<file path="config.mk">
export PLATFORM = sky130hd
export DESIGN_NAME = mem_lsu
export DESIGN_NICKNAME = d
export VERILOG_FILES = /design/src/rtl/mem_lsu.sv
export SDC_FILE = /design/constraint.sdc
export NUM_CORES = 1
export LEC_CHECK = 0
export ABC_AREA = 1
export BUFFER_PORTS_ARGS = -buffer_cell sky130_fd_sc_hd__buf_2
export CAP_MARGIN = 20
export CORE_MARGIN = 3
export CORE_UTILIZATION = 49
export CTS_CLUSTER_DIAMETER = 40
export DETAILED_ROUTE_END_ITERATION = 8
export GPL_ROUTABILITY_DRIVEN = 0
export GPL_TIMING_DRIVEN = 0
export MAX_ROUTING_LAYER = met4
export PLACE_DENSITY_LB_ADDON = 0.2
export SYNTH_ARGS = -nofsm -noshare
export SYNTH_HDL_FRONTEND = slang
export SYNTH_SLANG_ARGS = --single-unit
</file>
<file path="constraint.sdc">
create_clock -name clk -period 2.5 [get_ports clk]
set_input_delay 0.375 -clock clk [delete_from_list [all_inputs] [get_ports clk]]
set_output_delay 0.375 -clock clk [all_outputs]
set_load 0.005 [all_outputs]
</file>
<file path="src/rtl/mem_lsu.sv">
// mem_lsu: MEM-stage load/store unit.
// Byte-serial RAM access that stalls the pipeline until writeback is ready.
module mem_lsu #(
  parameter logic [7:0] OP_LB  = 8'h20,
  parameter logic [7:0] OP_LH  = 8'h21,
  parameter logic [7:0] OP_LW  = 8'h22,
  parameter logic [7:0] OP_LBU = 8'h23,
  parameter logic [7:0] OP_LHU = 8'h24,
  parameter logic [7:0] OP_SB  = 8'h28,
  parameter logic [7:0] OP_SH  = 8'h29,
  parameter logic [7:0] OP_SW  = 8'h2A
) (
  input  logic        clk,
  input  logic        rst,
  input  logic [4:0]  wd_i,
  input  logic        wreg_i,
  input  logic [31:0] wdata_i,
  input  logic [7:0]  aluop_i,
  input  logic [2:0]  alusel_i,
  input  logic [31:0] ma_addr_i,
  input  logic        mem_gnt,
  input  logic [7:0]  ram_din,
  output logic [31:0] ram_addr,
  output logic        ram_rw,
  output logic [7:0]  ram_dout,
  output logic        mem_req,
  output logic        stallreq_mem,
  output logic [4:0]  wd_o,
  output logic        wreg_o,
  output logic [31:0] wdata_o
);

  typedef enum logic [1:0] {
    IDLE, RD, WR, DONE
  } state_t;

  state_t          state_q;
  logic [2:0]      cnt_q;
  logic [3:0][7:0] buf_q;
  logic [3:0][7:0] sdata_q;
  logic [31:0]     base_q;
  logic [7:0]      op_q;
  logic [4:0]      wd_q;
  logic            wreg_q;

  logic            unused_sel;
  assign unused_sel = ^alusel_i;

  function automatic logic is_load(input logic [7:0] op);
    return op inside {OP_LB, OP_LH, OP_LW, OP_LBU, OP_LHU};
  endfunction

  function automatic logic is_store(input logic [7:0] op);
    return op inside {OP_SB, OP_SH, OP_SW};
  endfunction

  function automatic logic [2:0] op_size(input logic [7:0] op);
    logic [2:0] n;
    n = 3'd0;
    if (op inside {OP_LB, OP_LBU, OP_SB}) n = 3'd1;
    if (op inside {OP_LH, OP_LHU, OP_SH}) n = 3'd2;
    if (op inside {OP_LW, OP_SW}) n = 3'd4;
    return n;
  endfunction

  logic       mem_op;
  logic [2:0] n_q;
  logic [1:0] cnt_m1;
  logic [31:0] ld_val;

  assign mem_op = is_load(aluop_i) | is_store(aluop_i);
  assign n_q    = op_size(op_q);
  assign cnt_m1 = 2'(cnt_q - 3'd1);

  always_comb begin
    ld_val = buf_q;
    case (op_q)
      OP_LB:   ld_val = {{24{buf_q[0][7]}}, buf_q[0]};
      OP_LBU:  ld_val = {24'h0, buf_q[0]};
      OP_LH:   ld_val = {{16{buf_q[1][7]}}, buf_q[1], buf_q[0]};
      OP_LHU:  ld_val = {16'h0, buf_q[1], buf_q[0]};
      default: ld_val = buf_q;
    endcase
  end

  always_ff @(posedge clk or negedge rst) begin
    if (!rst) begin
      state_q <= IDLE;
      cnt_q   <= 3'd0;
      buf_q   <= '0;
      sdata_q <= '0;
      base_q  <= 32'h0;
      op_q    <= 8'h0;
      wd_q    <= 5'h0;
      wreg_q  <= 1'b0;
    end else begin
      unique case (state_q)
        IDLE: begin
          if (mem_op && mem_gnt) begin
            base_q  <= ma_addr_i;
            sdata_q <= wdata_i;
            op_q    <= aluop_i;
            wd_q    <= wd_i;
            wreg_q  <= wreg_i;
            cnt_q   <= 3'd0;
            state_q <= is_load(aluop_i) ? RD : WR;
          end
        end
        RD: begin
          // RAM data trails the address by one cycle
          if (cnt_q != 3'd0) buf_q[cnt_m1] <= ram_din;
          cnt_q <= cnt_q + 3'd1;
          if (cnt_q == n_q) state_q <= DONE;
        end
        WR: begin
          cnt_q <= cnt_q + 3'd1;
          if (cnt_q == n_q - 3'd1) state_q <= DONE;
        end
        DONE: begin
          cnt_q   <= 3'd0;
          state_q <= IDLE;
        end
      endcase
    end
  end

  always_comb begin
    ram_addr     = 32'h0;
    ram_rw       = 1'b0;
    ram_dout     = 8'h0;
    mem_req      = 1'b0;
    stallreq_mem = 1'b0;
    wd_o         = 5'h0;
    wreg_o       = 1'b0;
    wdata_o      = 32'h0;
    if (rst) begin
      unique case (state_q)
        IDLE: begin
          if (mem_op) begin
            mem_req      = 1'b1;
            stallreq_mem = 1'b1;
          end else begin
            wd_o    = wd_i;
            wreg_o  = wreg_i;
            wdata_o = wdata_i;
          end
        end
        RD: begin
          mem_req      = 1'b1;
          stallreq_mem = 1'b1;
          ram_addr     = base_q + 32'(cnt_q);
        end
        WR: begin
          mem_req      = 1'b1;
          stallreq_mem = 1'b1;
          ram_rw       = 1'b1;
          ram_addr     = base_q + 32'(cnt_q);
          ram_dout     = sdata_q[cnt_q[1:0]];
        end
        DONE: begin
          wd_o = wd_q;
          if (is_load(op_q)) begin
            wreg_o  = wreg_q;
            wdata_o = ld_val;
          end
        end
      endcase
    end
  end

endmodule

</file>
Word level (Yosys, flattened, before mapping)
Cells that the tools add are included.
- register bits after elaboration: 115
- input bits: 92
- mux-type cells: 36
- add/sub/neg operators: 4
- bitwise logic cells: 1
- eq/ne operators: 24
- $lt $le $gt $ge: 3
- reduce and logical (&&, ||, !) cells: 14
- operator list (kind ; number):
    $mux W32 ; 5
    $eq A8 B6 Y1 const B ; 16
    $pmux W32 S4 ; 1
    $pmux W32 S2 ; 1
    $add A32 B3 Y32 ; 1
    $bwmux W32 ; 1
    $mux W8 ; 4
    $bmux W8 S2 ; 1
    $demux W8 S2 ; 1
    $reduce_bool A3 Y1 ; 4
    $mux W5 ; 2
    $pmux W5 S2 ; 1
    $reduce_bool A5 Y1 ; 2
    $mux W3 ; 3
    $pmux W3 S3 ; 1
    $mux W1 ; 8
    $mux W2 ; 4
    $pmux W2 S4 ; 1
    $eq A3 B3 Y1 ; 2
    $lt A2 B3 Y1 const B ; 2
    $ne A2 B2 Y1 const B ; 3
    $eq A2 B2 Y1 const B ; 2
    $pmux W1 S2 ; 2
    $reduce_and A2 Y1 ; 2
    11 further kinds ; 12

Longest topological paths before layout
- depth after elaboration: 9
- mapped depth: 16

Least setup slack after synthesis
No wires, ideal clock.
- path kind: register to output
- from: register cnt_q[1]
- to: output ram_addr[28]
- arrival: 2.204 ns
- stages on the path, launching flop included: 14
- slack: -0.079 ns
- cells stage by stage: dfrtp_1 > inv_1 > clkbuf_1 > fa_1 > inv_1 > nand3_1 > nand2_1 > nand2_1 > nor2_1 > nand2_2 > nor2_1 > nand2_1 > xor2_1 > nor3_1
- word-level cells in the longest chain between the ends: 3
- ends and longest elaborated chain (what ; RTL line ; RTL):
    start, declared ; 38 ; logic [2:0] cnt_q;
    start signal, assigned ; 112 ; cnt_q <= cnt_q + 3'd1;
    start signal, assigned ; 116 ; cnt_q <= cnt_q + 3'd1;
    $add A32 B3 Y32 ; 151, 157 ;
    $mux W32 ; n/a ;
    $mux W32 ; 136 ; if (rst) begin
    end, declared ; 23 ; output logic [31:0] ram_addr,
Every way passes these cells.

Worst setup path in the final report
- from: register base_q[0]
- to: output ram_addr[28]
- word-level cells in the longest chain between the ends: 3
- ends and longest elaborated chain (what ; RTL line ; RTL):
    start, declared ; 41 ; logic [31:0] base_q;
    start signal, assigned ; 100 ; base_q <= ma_addr_i;
    $add A32 B3 Y32 ; 151, 157 ;
    $mux W32 ; n/a ;
    $mux W32 ; 136 ;
Every way passes these cells.

==> results.sh <==
export IMPL_outcome="finished with violations"
export IMPL_violations="negative hold slack, negative setup slack"
export IMPL_first_pass_iters=6
export IMPL_top_layer="met4"
export IMPL_ant_nets=0
export IMPL_critical_path_arrival_ps=2640
export IMPL_diodes=0
export IMPL_fin_crit_ps=3011
export IMPL_htreeDepth=4
export IMPL_num_nets_final=1314
export IMPL_design_die_area_um2=15550
export IMPL_via_count=7907
export IMPL_die_h_um=124.7
export IMPL_grt_max_degree=86
export IMPL_wl_met2_um=12730
export IMPL_synthToLayoutAreaGrowth_pct=45.01
export IMPL_fp_coreArea_um2=13510
export IMPL_yosys_warnings=0
export IMPL_worst_setup_path_end_kind="output port"
export IMPL_grt_use_total_pct=30.11
export IMPL_cts_root_buf="clkbuf_16"
export IMPL_rows=42
export IMPL_layout_setup_ws_ps=-510.9
export IMPL_period_share_pct=120.4
export IMPL_antenna_found_initial=0
export IMPL_layout_drive_gt1_share_pct=38.44
export IMPL_netlist_instances=968
export IMPL_first_global_vias=7120
export IMPL_grt_overflow_total=0
export IMPL_wirelength_um=25590
export IMPL_hold_violations=33
export IMPL_met1Wirelength_um=9732
export IMPL_ys_types=38
export IMPL_worst_slew_pin_slew_ps=600.8
export IMPL_critPathKind="register to output port"
export IMPL_cts_tree="yes"
export IMPL_critPathMaxFanout=6
export IMPL_wl_met3_um=2336
export IMPL_rsz0062_at_grt="yes"
export IMPL_fmax_mhz=332.1
export IMPL_initial_utilization_pct=51.13
export IMPL_slew_headroom_pct=59.95
export IMPL_async_flop_share_pct=100.0
export IMPL_avgSynthCellArea_um2=7.134
export IMPL_insertion_delay_ps=420
export IMPL_syn_area_um2=6905
export IMPL_cts_sinks=115
export IMPL_hold_class="input pin to async pin"
export IMPL_initialDrtViolationCount=756
export IMPL_clock_skew_final_ps=10.14
export IMPL_pin_count=173
export IMPL_hpwlAfterDp_um=16290
export IMPL_yosysSeqAreaShare_pct=41.67
export IMPL_finalSetupViolCount=53
export IMPL_synth_edf_count=0
export IMPL_grt_pass1_wl_um=36510
export IMPL_fill_cells=976
export IMPL_synth_ff_type="dfrtp_1"
export IMPL_wire_per_inst_um=18.33
export IMPL_tns_ps=-10860
export IMPL_max_cap_viol_count=0
export IMPL_critPathLaunchType="register"
export IMPL_dieWidth_um=124.7
export IMPL_drc_errors=0
export IMPL_leakagePower_uw=0.005033
export IMPL_fin_hold_ws_ps=-151.0
export IMPL_irDropWorstVdd_v=0.0006967
export IMPL_clockBufferDepth=2
export IMPL_power_density_nw_per_um2=1042
export IMPL_numPortBuffers=169
export IMPL_utilization_pct=74.14
export IMPL_crit_required_ps=2120
export IMPL_ys_ff_latch=115
export IMPL_synth_nets=1075
export IMPL_cts_buffers=17
export IMPL_avgViaCountPerCell=5.664
export IMPL_dp_slack_ps=-618.5
export IMPL_clk_pin_slew_ps=60
export IMPL_slew_viol_final=0
[metal layers]
| metal | up-vias | GRT usage (%) |
|---|---|---|
| met2 | 486 | 49.01 |
| li1 | 3617 | - |
| met3 | 88 | 6.690 |
| met1 | 3716 | 37.46 |
| met5 | - | - |
| met4 | 0 | 9.800 |
[synth_stat cells (3+ instances only)]
library cell    n  area [um^2]
a211oi_1        3        22.52
a21oi_1        72        360.4
a21oi_2        10        87.58
a31oi_1         3        18.77
buf_2          13        65.06
buf_4           5        37.54
buf_6           3        33.78
clkbuf_1       25        93.84
dfrtp_1       115         2878
ha_1           14        175.2
inv_1         118        442.9
inv_2           7        26.28
nand2_1       226        848.3
nand2_2         3        18.77
nand3_1        50        250.2
nand3_2         3        30.03
nand3b_1        3        22.52
nand4_1        15        93.84
nor2_1         98        367.9
nor3_1         28        140.1
o21ai_0       111        555.5
o21ai_1        12        60.06
o21ai_2        10        87.58
xor2_1          3        26.28
[layout make-up]
class	count	area, um^2	area share (%)
tap	176	220.2	2.199
buffer	42	311.5	3.111
timing repair buffer	225	1456	14.54
inverter	126	488.0	4.873
sequential	115	2884	28.80
multi-input combinational	680	4074	40.68
clock buffer	20	446.7	4.461
clock inverter	12	132.6	1.324
[power by group]
group / leakage [uW] / total (uW) / switching, uW / internal [uW]
Combinational: 0.00339 / 4940 / 2940 / 2000
Sequential: 0.00136 / 3070 / 585 / 2490
Clock: 0.000276 / 2420 / 927 / 1490
Total: 0.00503 / 10400 / 4460 / 5980
[registers in the layout (all words and copies together) (netlist names)]
name / cells
base_q: 32
buf_q: 32
cnt_q: 3
op_q: 8
sdata_q: 32
state_q: 2
wd_q: 5
wreg_q: 1
[final timing paths]
| check | cells past startpoint | from | slack (ps) | to |
|---|---|---|---|---|
| setup / recovery | 14 | base_q[0]$_DFFE_PN0P_ | -510 | ram_addr[28] |
| hold / removal | 1 | rst | -150 | base_q[17]$_DFFE_PN0P_ |
| setup reg to reg | 8 | cnt_q[0]$_DFFE_PN0P_ | 120 | buf_q[0]$_DFFE_PN0P_ |
| hold reg to reg | 2 | sdata_q[9]$_DFFE_PN0P_ | 480 | sdata_q[9]$_DFFE_PN0P_ |
| max in group asynchronous | 2 | rst | 1890 | sdata_q[1]$_DFFE_PN0P_ |
| min in group clk | 3 | ma_addr_i[0] | 190 | base_q[0]$_DFFE_PN0P_ |
[repair_timing]
action	4_1_cts	5_1_grt
endpoints found under the hold margin	33	33
setup endpoints to repair	109	102
setup buffers	22	29
resized for setup	110	154
cloned	2	4
pin swaps	21	53
[cell usage in the layout, fill, tap and decap left out, types with 5 or more instances in the layout]
cell type	netlist	final
clkbuf_1	25	13
nand4_1	15	15
inv_2	7	17
nor2_2	2	5
a21oi_2	10	38
buf_8	0	8
nor3_2	2	8
inv_1	118	103
nand3_1	50	29
a21oi_1	72	43
nand3_4	0	15
dfrtp_1	115	110
buf_4	5	38
nor2_4	1	13
nand2_2	3	20
nand2_4	1	16
ha_1	14	10
nand3_2	3	9
o21ai_2	10	16
nand2_1	226	194
dfrtp_2	0	5
nor3_1	28	20
clkbuf_16	0	21
buf_6	3	13
o21ai_0	111	98
nor2_1	98	83
o21ai_1	12	16
buf_2	13	180
clkbuf_2	0	5
[logic make-up (layout without fill, tap and decap cells)]
family | Yosys count | count (layout) | share of synthesized area [%]
AO/OA/AOI/OAI | 225 | 225 | 17.90
buffers and inverters | 173 | 425 | 10.29
XOR/XNOR | 3 | 3 | 0.3806
AND/OR/NAND/NOR | 437 | 437 | 26.92
flip-flops | 115 | 115 | 41.67
adder cells (fa/ha/maj) | 15 | 15 | 2.827
[worst max-delay path, cell delays in order (launching register included)]
cell and delay [ps]:
dfrtp_1 420, ha_4 170, inv_2 40, fa_2 320, inv_2 70, nand3_2 70, nand2_4 80, nand2_4 60
nor2_4 130, nand2_4 130, nor2_4 130, nand2_2 60, xor2_1 150, nor3_2 200, buf_2 140
[stage by stage]
step / area (um^2) / total power (uW) / cells
floorplan: 6909 / 5178 / 968
global placement: 7975 / 6277 / 1313
detailed placement: 8009 / 6371 / 1314
CTS: 9105 / 9294 / 1367
global route: 10010 / 11000 / 1396
finish: 10010 / 10440 / 1396
Note: power is estimated with default switching activity, not from simulation.
